$ cat src/rtl/sram_arb_pkg.sv
// ---------------------------------------------------------------------------
// sram_arb_pkg
// Shared definitions for the fetch/execute SRAM port arbiter.
//   OWN_*               : encoding of which requester owns the read in flight
//   STARVE_MAX_DEFAULT  : default number of consecutive losses an instruction
//                         fetch may suffer before it is forced to win
// ---------------------------------------------------------------------------
package sram_arb_pkg;

    localparam logic [1:0] OWN_NONE = 2'd0;
    localparam logic [1:0] OWN_INST = 2'd1;
    localparam logic [1:0] OWN_DATA = 2'd2;

    localparam int STARVE_MAX_DEFAULT = 4;

endpackage

$ cat src/rtl/sram_arb_starve_cnt.sv
// ---------------------------------------------------------------------------
// sram_arb_starve_cnt
// Saturating count of consecutive cycles in which a pending instruction fetch
// lost arbitration to a data access. Raises force_inst once the count reaches
// STARVE_MAX so the fetch wins the next arbitration.
// Ports:
//   clk, resetn  : clock, synchronous active-low reset
//   inst_req     : fetch request pending this cycle
//   grant_inst   : fetch granted this cycle (clears the count)
//   grant_data   : data access granted this cycle
//   force_inst   : fetch must win this cycle
// ---------------------------------------------------------------------------
module sram_arb_starve_cnt
    import sram_arb_pkg::*;
#(
    parameter int STARVE_MAX = STARVE_MAX_DEFAULT
) (
    input  logic clk,
    input  logic resetn,
    input  logic inst_req,
    input  logic grant_inst,
    input  logic grant_data,
    output logic force_inst
);

    localparam int CNT_W = $clog2(STARVE_MAX + 1);
    localparam logic [CNT_W-1:0] CNT_MAX = CNT_W'(STARVE_MAX);

    logic [CNT_W-1:0] starve_cnt;

    assign force_inst = inst_req & (starve_cnt == CNT_MAX);

    always_ff @(posedge clk) begin
        if (!resetn) begin
            starve_cnt <= '0;
        end else if (grant_inst || !inst_req) begin
            starve_cnt <= '0;
        end else if (grant_data && (starve_cnt != CNT_MAX)) begin
            starve_cnt <= starve_cnt + CNT_W'(1);
        end
    end

endmodule

$ cat src/rtl/sram_port_arbiter.sv
// ---------------------------------------------------------------------------
// sram_port_arbiter
// Shares one synchronous single-port SRAM between the fetch stage (reads) and
// the execute stage (loads/stores). Data wins by fixed priority unless the
// fetch has been starved for STARVE_MAX cycles. Read data returns one cycle
// after the grant and is flagged valid only for the requester that owns it.
// Ports:
//   clk, resetn                    : clock, synchronous active-low reset
//   inst_req/addr, inst_addr_ok    : fetch request and same-cycle accept
//   inst_rdata_valid, inst_rdata   : fetch response (latency 1)
//   data_req/we/addr/wdata         : execute request (we == 0 means load)
//   data_addr_ok                   : execute same-cycle accept
//   data_rdata_valid, data_rdata   : load response (latency 1, loads only)
//   sram_en/we/addr/wdata/rdata    : SRAM port
// Optional: define SRAM_ARB_PERF_CNT_EN to add perf_conflict_cnt (cycles with
// both requests) and perf_force_cnt (cycles with a forced fetch grant).
// ---------------------------------------------------------------------------
module sram_port_arbiter
    import sram_arb_pkg::*;
#(
    parameter int STARVE_MAX = STARVE_MAX_DEFAULT,
    parameter int ADDR_W     = 32,
    parameter int DATA_W     = 32
) (
    input  logic                clk,
    input  logic                resetn,
    input  logic                inst_req,
    input  logic [ADDR_W-1:0]   inst_addr,
    output logic                inst_addr_ok,
    output logic                inst_rdata_valid,
    output logic [DATA_W-1:0]   inst_rdata,
    input  logic                data_req,
    input  logic [DATA_W/8-1:0] data_we,
    input  logic [ADDR_W-1:0]   data_addr,
    input  logic [DATA_W-1:0]   data_wdata,
    output logic                data_addr_ok,
    output logic                data_rdata_valid,
    output logic [DATA_W-1:0]   data_rdata,
    output logic                sram_en,
    output logic [DATA_W/8-1:0] sram_we,
    output logic [ADDR_W-1:0]   sram_addr,
    output logic [DATA_W-1:0]   sram_wdata,
    input  logic [DATA_W-1:0]   sram_rdata
`ifdef SRAM_ARB_PERF_CNT_EN
    ,
    output logic [31:0]         perf_conflict_cnt,
    output logic [31:0]         perf_force_cnt
`endif
);

    logic       force_inst;
    logic       grant_inst;
    logic       grant_data;
    logic [1:0] owner_p1;

    // Stage p0: arbitration and SRAM drive
    always_comb begin
        grant_data = resetn & data_req & ~force_inst;
        grant_inst = resetn & inst_req & ~grant_data;
    end

    sram_arb_starve_cnt #(
        .STARVE_MAX (STARVE_MAX)
    ) u_starve_cnt (
        .clk        (clk),
        .resetn     (resetn),
        .inst_req   (inst_req),
        .grant_inst (grant_inst),
        .grant_data (grant_data),
        .force_inst (force_inst)
    );

    assign inst_addr_ok = grant_inst;
    assign data_addr_ok = grant_data;

    // The enable and write strobes are built only from grants so an idle
    // port never drives X onto them; address/wdata may follow either side.
    always_comb begin
        sram_en    = grant_inst | grant_data;
        sram_we    = grant_data ? data_we    : '0;
        sram_addr  = grant_data ? data_addr  : inst_addr;
        sram_wdata = grant_data ? data_wdata : '0;
    end

    always_ff @(posedge clk) begin
        if (!resetn) begin
            owner_p1 <= OWN_NONE;
        end else if (grant_inst) begin
            owner_p1 <= OWN_INST;
        end else if (grant_data && (data_we == '0)) begin
            owner_p1 <= OWN_DATA;
        end else begin
            owner_p1 <= OWN_NONE;
        end
    end

    // Stage p1: response routing
    // Gating with resetn drops a read that was in flight when reset arrived.
    assign inst_rdata_valid = resetn & (owner_p1 == OWN_INST);
    assign data_rdata_valid = resetn & (owner_p1 == OWN_DATA);
    assign inst_rdata       = sram_rdata;
    assign data_rdata       = sram_rdata;

`ifdef SRAM_ARB_PERF_CNT_EN
    always_ff @(posedge clk) begin
        if (!resetn) begin
            perf_conflict_cnt <= '0;
            perf_force_cnt    <= '0;
        end else begin
            if (inst_req && data_req) begin
                perf_conflict_cnt <= perf_conflict_cnt + 32'd1;
            end
            if (force_inst) begin
                perf_force_cnt <= perf_force_cnt + 32'd1;
            end
        end
    end
`endif

endmodule

$ cat config.mk
export PLATFORM = sky130hd
export DESIGN_NAME = sram_port_arbiter
export DESIGN_NICKNAME = d
export VERILOG_FILES = /design/src/rtl/sram_arb_pkg.sv /design/src/rtl/sram_arb_starve_cnt.sv /design/src/rtl/sram_port_arbiter.sv
export SDC_FILE = /design/constraint.sdc
export NUM_CORES = 1
export LEC_CHECK = 0
export CAP_MARGIN = 40
export CORE_AREA = 3 3 105 107
export DETAILED_ROUTE_END_ITERATION = 10
export DIE_AREA = 0 0 108 110
export DONT_BUFFER_PORTS = 1
export PLACE_DENSITY_LB_ADDON = 0.08
export SYNTH_ARGS = -nofsm -noshare
export SYNTH_HDL_FRONTEND = slang
export SYNTH_SLANG_ARGS = --single-unit
$ cat constraint.sdc
create_clock -name clk -period 1.4 [get_ports clk]
set_input_delay 0.14 -clock clk [delete_from_list [all_inputs] [get_ports clk]]
set_output_delay 0.14 -clock clk [all_outputs]
set_load 0.01 [all_outputs]
# Yosys cells after proc, flatten, opt, wreduce, memory -nomap -nowiden
# Cells that the tools add are included.
# W data, S select, Z words.
dict set report op_classes {
  eq_ne 4
  add_sub_neg 1
  bitwise_logic 11
  n_reduce_logical 7
  n_mux 5
}
# op n
set ops {}
lappend ops {{$mux W32} 2}
lappend ops {{$and A1 B1 Y1} 7}
lappend ops {{$logic_not A4 Y1} 1}
lappend ops {{$mux W4} 1}
lappend ops {{$reduce_or A2 Y1} 2}
lappend ops {{$add A3 B1 Y3 const B} 1}
lappend ops {{$eq A3 B3 Y1 const B} 1}
lappend ops {{$ne A3 B3 Y1 const B} 1}
lappend ops {{$not A1 Y1} 3}
lappend ops {{$eq A2 B1 Y1 const B} 1}
lappend ops {{$eq A2 B2 Y1 const B} 1}
lappend ops {{$logic_and A1 B1 Y1} 2}
lappend ops {{$mux W2} 1}
lappend ops {{$logic_not A1 Y1} 1}
lappend ops {{$logic_or A1 B1 Y1} 1}
lappend ops {{$mux W1} 1}
lappend ops {{$or A1 B1 Y1} 1}
dict set report word_totals {
  word_cells 31
  inputBits 136
  ff_bits 5
}

# Longest topological paths before layout
dict set report logic_depth {
  ltp_word 8
  depth_mapped 5
}

# By module
# From an unflattened synthesis, not the netlist that was laid out.
dict set report hier_totals {
  cells_unflattened 171
  area_unflattened_um2 1534.0
}
# module cells_per_inst instances area_per_inst_um2
set modules_own_cells {}
lappend modules_own_cells {sram_port_arbiter 152 1 1332.5}
lappend modules_own_cells {sram_arb_starve_cnt 19 1 201.4}

# Least setup slack after synthesis
# Ideal clock, no wire load.
dict set report synth_timing {
  path_type {reg2out}
  startpoint {reg u_starve_cnt.starve_cnt[0]}
  endpoint {out sram_addr[29]}
  path_buffers 1
  arrival_time_ps 1401
  path_stages_with_launch 6
  setup_slack_ps -141
  required_ps 1260
  path_cell_list {dfxtp_1 -> inv_1 -> ha_1 -> a31oi_4 -> buf_4 -> mux2_2}
}
dict set report synth_between {
  elab_chain_cells 5
}
# item line
set synth_rtl {}
lappend synth_rtl {{start, declared} sram_arb_starve_cnt.sv:29} ;# logic [CNT_W-1:0] starve_cnt;
lappend synth_rtl {{start signal, assigned} sram_arb_starve_cnt.sv:39} ;# starve_cnt <= starve_cnt + CNT_W'(1);
lappend synth_rtl {{$eq A3 B3 Y1} sram_arb_starve_cnt.sv:31} ;# assign force_inst = inst_req & (starve_cnt == CNT_MAX);
lappend synth_rtl {{$and A1 B1 Y1} sram_arb_starve_cnt.sv:31}
lappend synth_rtl {{$not A1 Y1} sram_port_arbiter.sv:58} ;# grant_data = resetn & data_req & ~force_inst;
lappend synth_rtl {{$and A1 B1 Y1} sram_port_arbiter.sv:58}
lappend synth_rtl {{$mux W32} sram_port_arbiter.sv:81} ;# sram_addr = grant_data ? data_addr : inst_addr;
lappend synth_rtl {{end, declared} sram_port_arbiter.sv:41} ;# output logic [ADDR_W-1:0] sram_addr,
# Every way passes these cells.

# Final worst setup path
dict set report layout_timing {
  startpoint {reg u_starve_cnt.starve_cnt[1]}
  endpoint {out sram_addr[18]}
}
# The elaborated chain is that of the path after synthesis.

==> flow_summary.ini <==
[run_status]
violations = setup timing
status = complete, but fails checks

[cells_and_area]
insertedDiodeCount = 0
regArea_sq_um = 103
fin_nets = 256
mostFrequentLayoutCells = and2_4 (36), mux2_4 (32), buf_4 (5)
multi_input_area_sq_um = 953
drive_gt1_share_pct = 82.1
n_fill_cell = 1139
final_common_cell = and2_4
area_growth_pct = 14.7

[synthesis]
avgSynthCellArea_sq_um = 8.20
ys_warn_count = 0
synthCells = 167
seq_area_frac_synth_pct = 7.31
synth_edf_count = 0
synth-seq-cells = 5
synthFlopType = dfxtp_1
async_flop_share_pct = 0
synth_area_sq_mm = 0.00137
syn_nets = 305
yosysUniqueCellTypes = 21

[cts]
clk_pin_slew_ns = 0.03
cts_tree = done
cts_htree_levels = 1
cts_max_path_buffers = 2
cts_root_buf = clkbuf_8
clk-insertion-delay-late_ns = 0.22
cts.sinks = 5
cts-buffers-inserted = 3
holdBufCountCts = 0

[route]
wl_per_cell_um = 21.0
ant_nets = 0
drtIter0Drc = 13
dr_total_vias = 894
via_per_inst = 3.53
dr.pass1.iters = 2
wirelength_um = 5320
drc = 0

[floorplan]
die_h_um = 110
start_util_pct = 13.4
core-area_sq_mm = 0.0102
die_w_um = 108
num_rows = 37
die-area_sq_mm = 0.0119
ios = 273

[critical_path]
crit_path_start = u_starve_cnt.starve_cnt[1]
rrSetupSlack_ns = 0
worstSetupEndpointType = primary output
r2r_start = u_starve_cnt.starve_cnt[1]
crit_required_ns = 1.26
criticalPathCategory = reg2out
arrival_ns = 1.59
setup.worst_path.start_class = flop
cp_max_fo = 5

[sta]
fin_crit_sh_pct = 123
finalWorstSetupSlack_ns = -0.325
max_freq_mhz = 580
relSlewSlack_pct = 77.4
hold_viol = 0
setup_viol = 70
min_period_ns = 1.73
tightest_slew_ns = 0.336
drv_slew = 0
grt_setup_unrepaired = yes
skew_ns = 0.000226

[hold_path]
holdCritPathClass = in2reg
hp-start = data_req

[power]
p_leak_nw = 0.669
vdd_ir_drop_max_uv = 307
power_uw = 849
p_per_area_mw_per_mm2 = 540

[global_routing]
grt_antenna_before_repair = 0
grt-ovfl-total = 0
track_usage_pct = 7.62
first_global_vias = 965
grt_pass1_wl_um = 6680
grt_max_degree = 21

[placed_design]
pre_cts_slack_ns = -0.198
detailed_place_hpwl_um = 4130
numPortBuffers = 0
place_congestion = 0.727

[job]
drv_cap = 0
-- Yosys cell counts (2+ instances only) --
library cell | instances | area, sq um
buf_4 | 65 | 488
mux2_1 | 2 | 22.5
buf_6 | 3 | 33.8
nand2_1 | 4 | 15.0
mux2_2 | 30 | 338
ha_1 | 2 | 25.0
nor2_1 | 4 | 15.0
dfxtp_1 | 5 | 100
and2_1 | 36 | 225
clkbuf_1 | 2 | 7.51
inv_1 | 3 | 11.3
a21oi_1 | 2 | 10.0
-- final cells by class --
cell class / instances / share of cell area (%)
multi-input combinational: 88 / 60.7
timing repair buffer: 17 / 18.4
tap: 136 / 10.8
sequential: 5 / 6.53
clock buffer: 4 / 2.87
inverter: 3 / 0.717
-- cells by family (layout without fill, tap and decap cells) --
family,after synthesis,in the layout,synth area share [%]
and+or+nand+nor,49,49,21.2
DFF,5,5,7.31
AOI/OAI and AO/OA,4,4,2.83
buffers and inverters,74,24,39.8
muxes,33,33,27.0
adders and majority gates,2,2,1.83
-- registers in the layout, indices dropped and copies added (netlist names) --
name and flops:
owner_p1 2, u_starve_cnt.starve_cnt 3
-- path summary, 6_finish.rpt --
path / end / depth (start not counted)
hold / removal: owner_p1[0] / 1
hold reg to reg: u_starve_cnt.starve_cnt[0] / 2
setup reg to reg: owner_p1[1] / 6
setup / recovery: sram_addr[18] / 6
-- timing repair --
item                       in CTS  in global routing
gates cloned                    5                  1
resized for setup              28                 25
setup endpoints to repair      69                 71
buffers inserted                6                  2
pin swaps                       1                  8
-- routing by layer --
layer,track usage (%),vias to the layer above,wire length [um]
li1,-,376,-
met1,6.98,394,1650
met2,14.6,109,2850
met3,3.73,15,754
met4,2.71,0,64
met5,0,-,0
-- worst max-delay path, stage by stage (launching register included) --
cell       delay, ns
dfxtp_2         0.32
inv_2           0.04
ha_4            0.16
a31oi_4         0.20
buf_6           0.16
clkbuf_16       0.15
mux2_4          0.32
-- report_power, final --
group,internal (mW),switching [mW],total (mW)
clock network,0.196,0.0716,0.267
logic,0.250,0.183,0.434
registers,0.146,0.00148,0.148
-- through the flow --
step	utilization, %	hold slack (ns)	setup TNS, ns	instances	instance area [sq um]
floorplan	-	0.229	-1.75	167	1510
global placement	11.6	0.239	-4.79	237	1190
detailed placement	11.6	0.243	-6.25	237	1190
CTS	14.3	0.00462	-20.83	250	1460
global route	15.4	0.00737	-23.86	253	1570
finish	15.4	0.0107	-18.61	253	1570
Note: power is estimated with default switching activity, not from simulation.
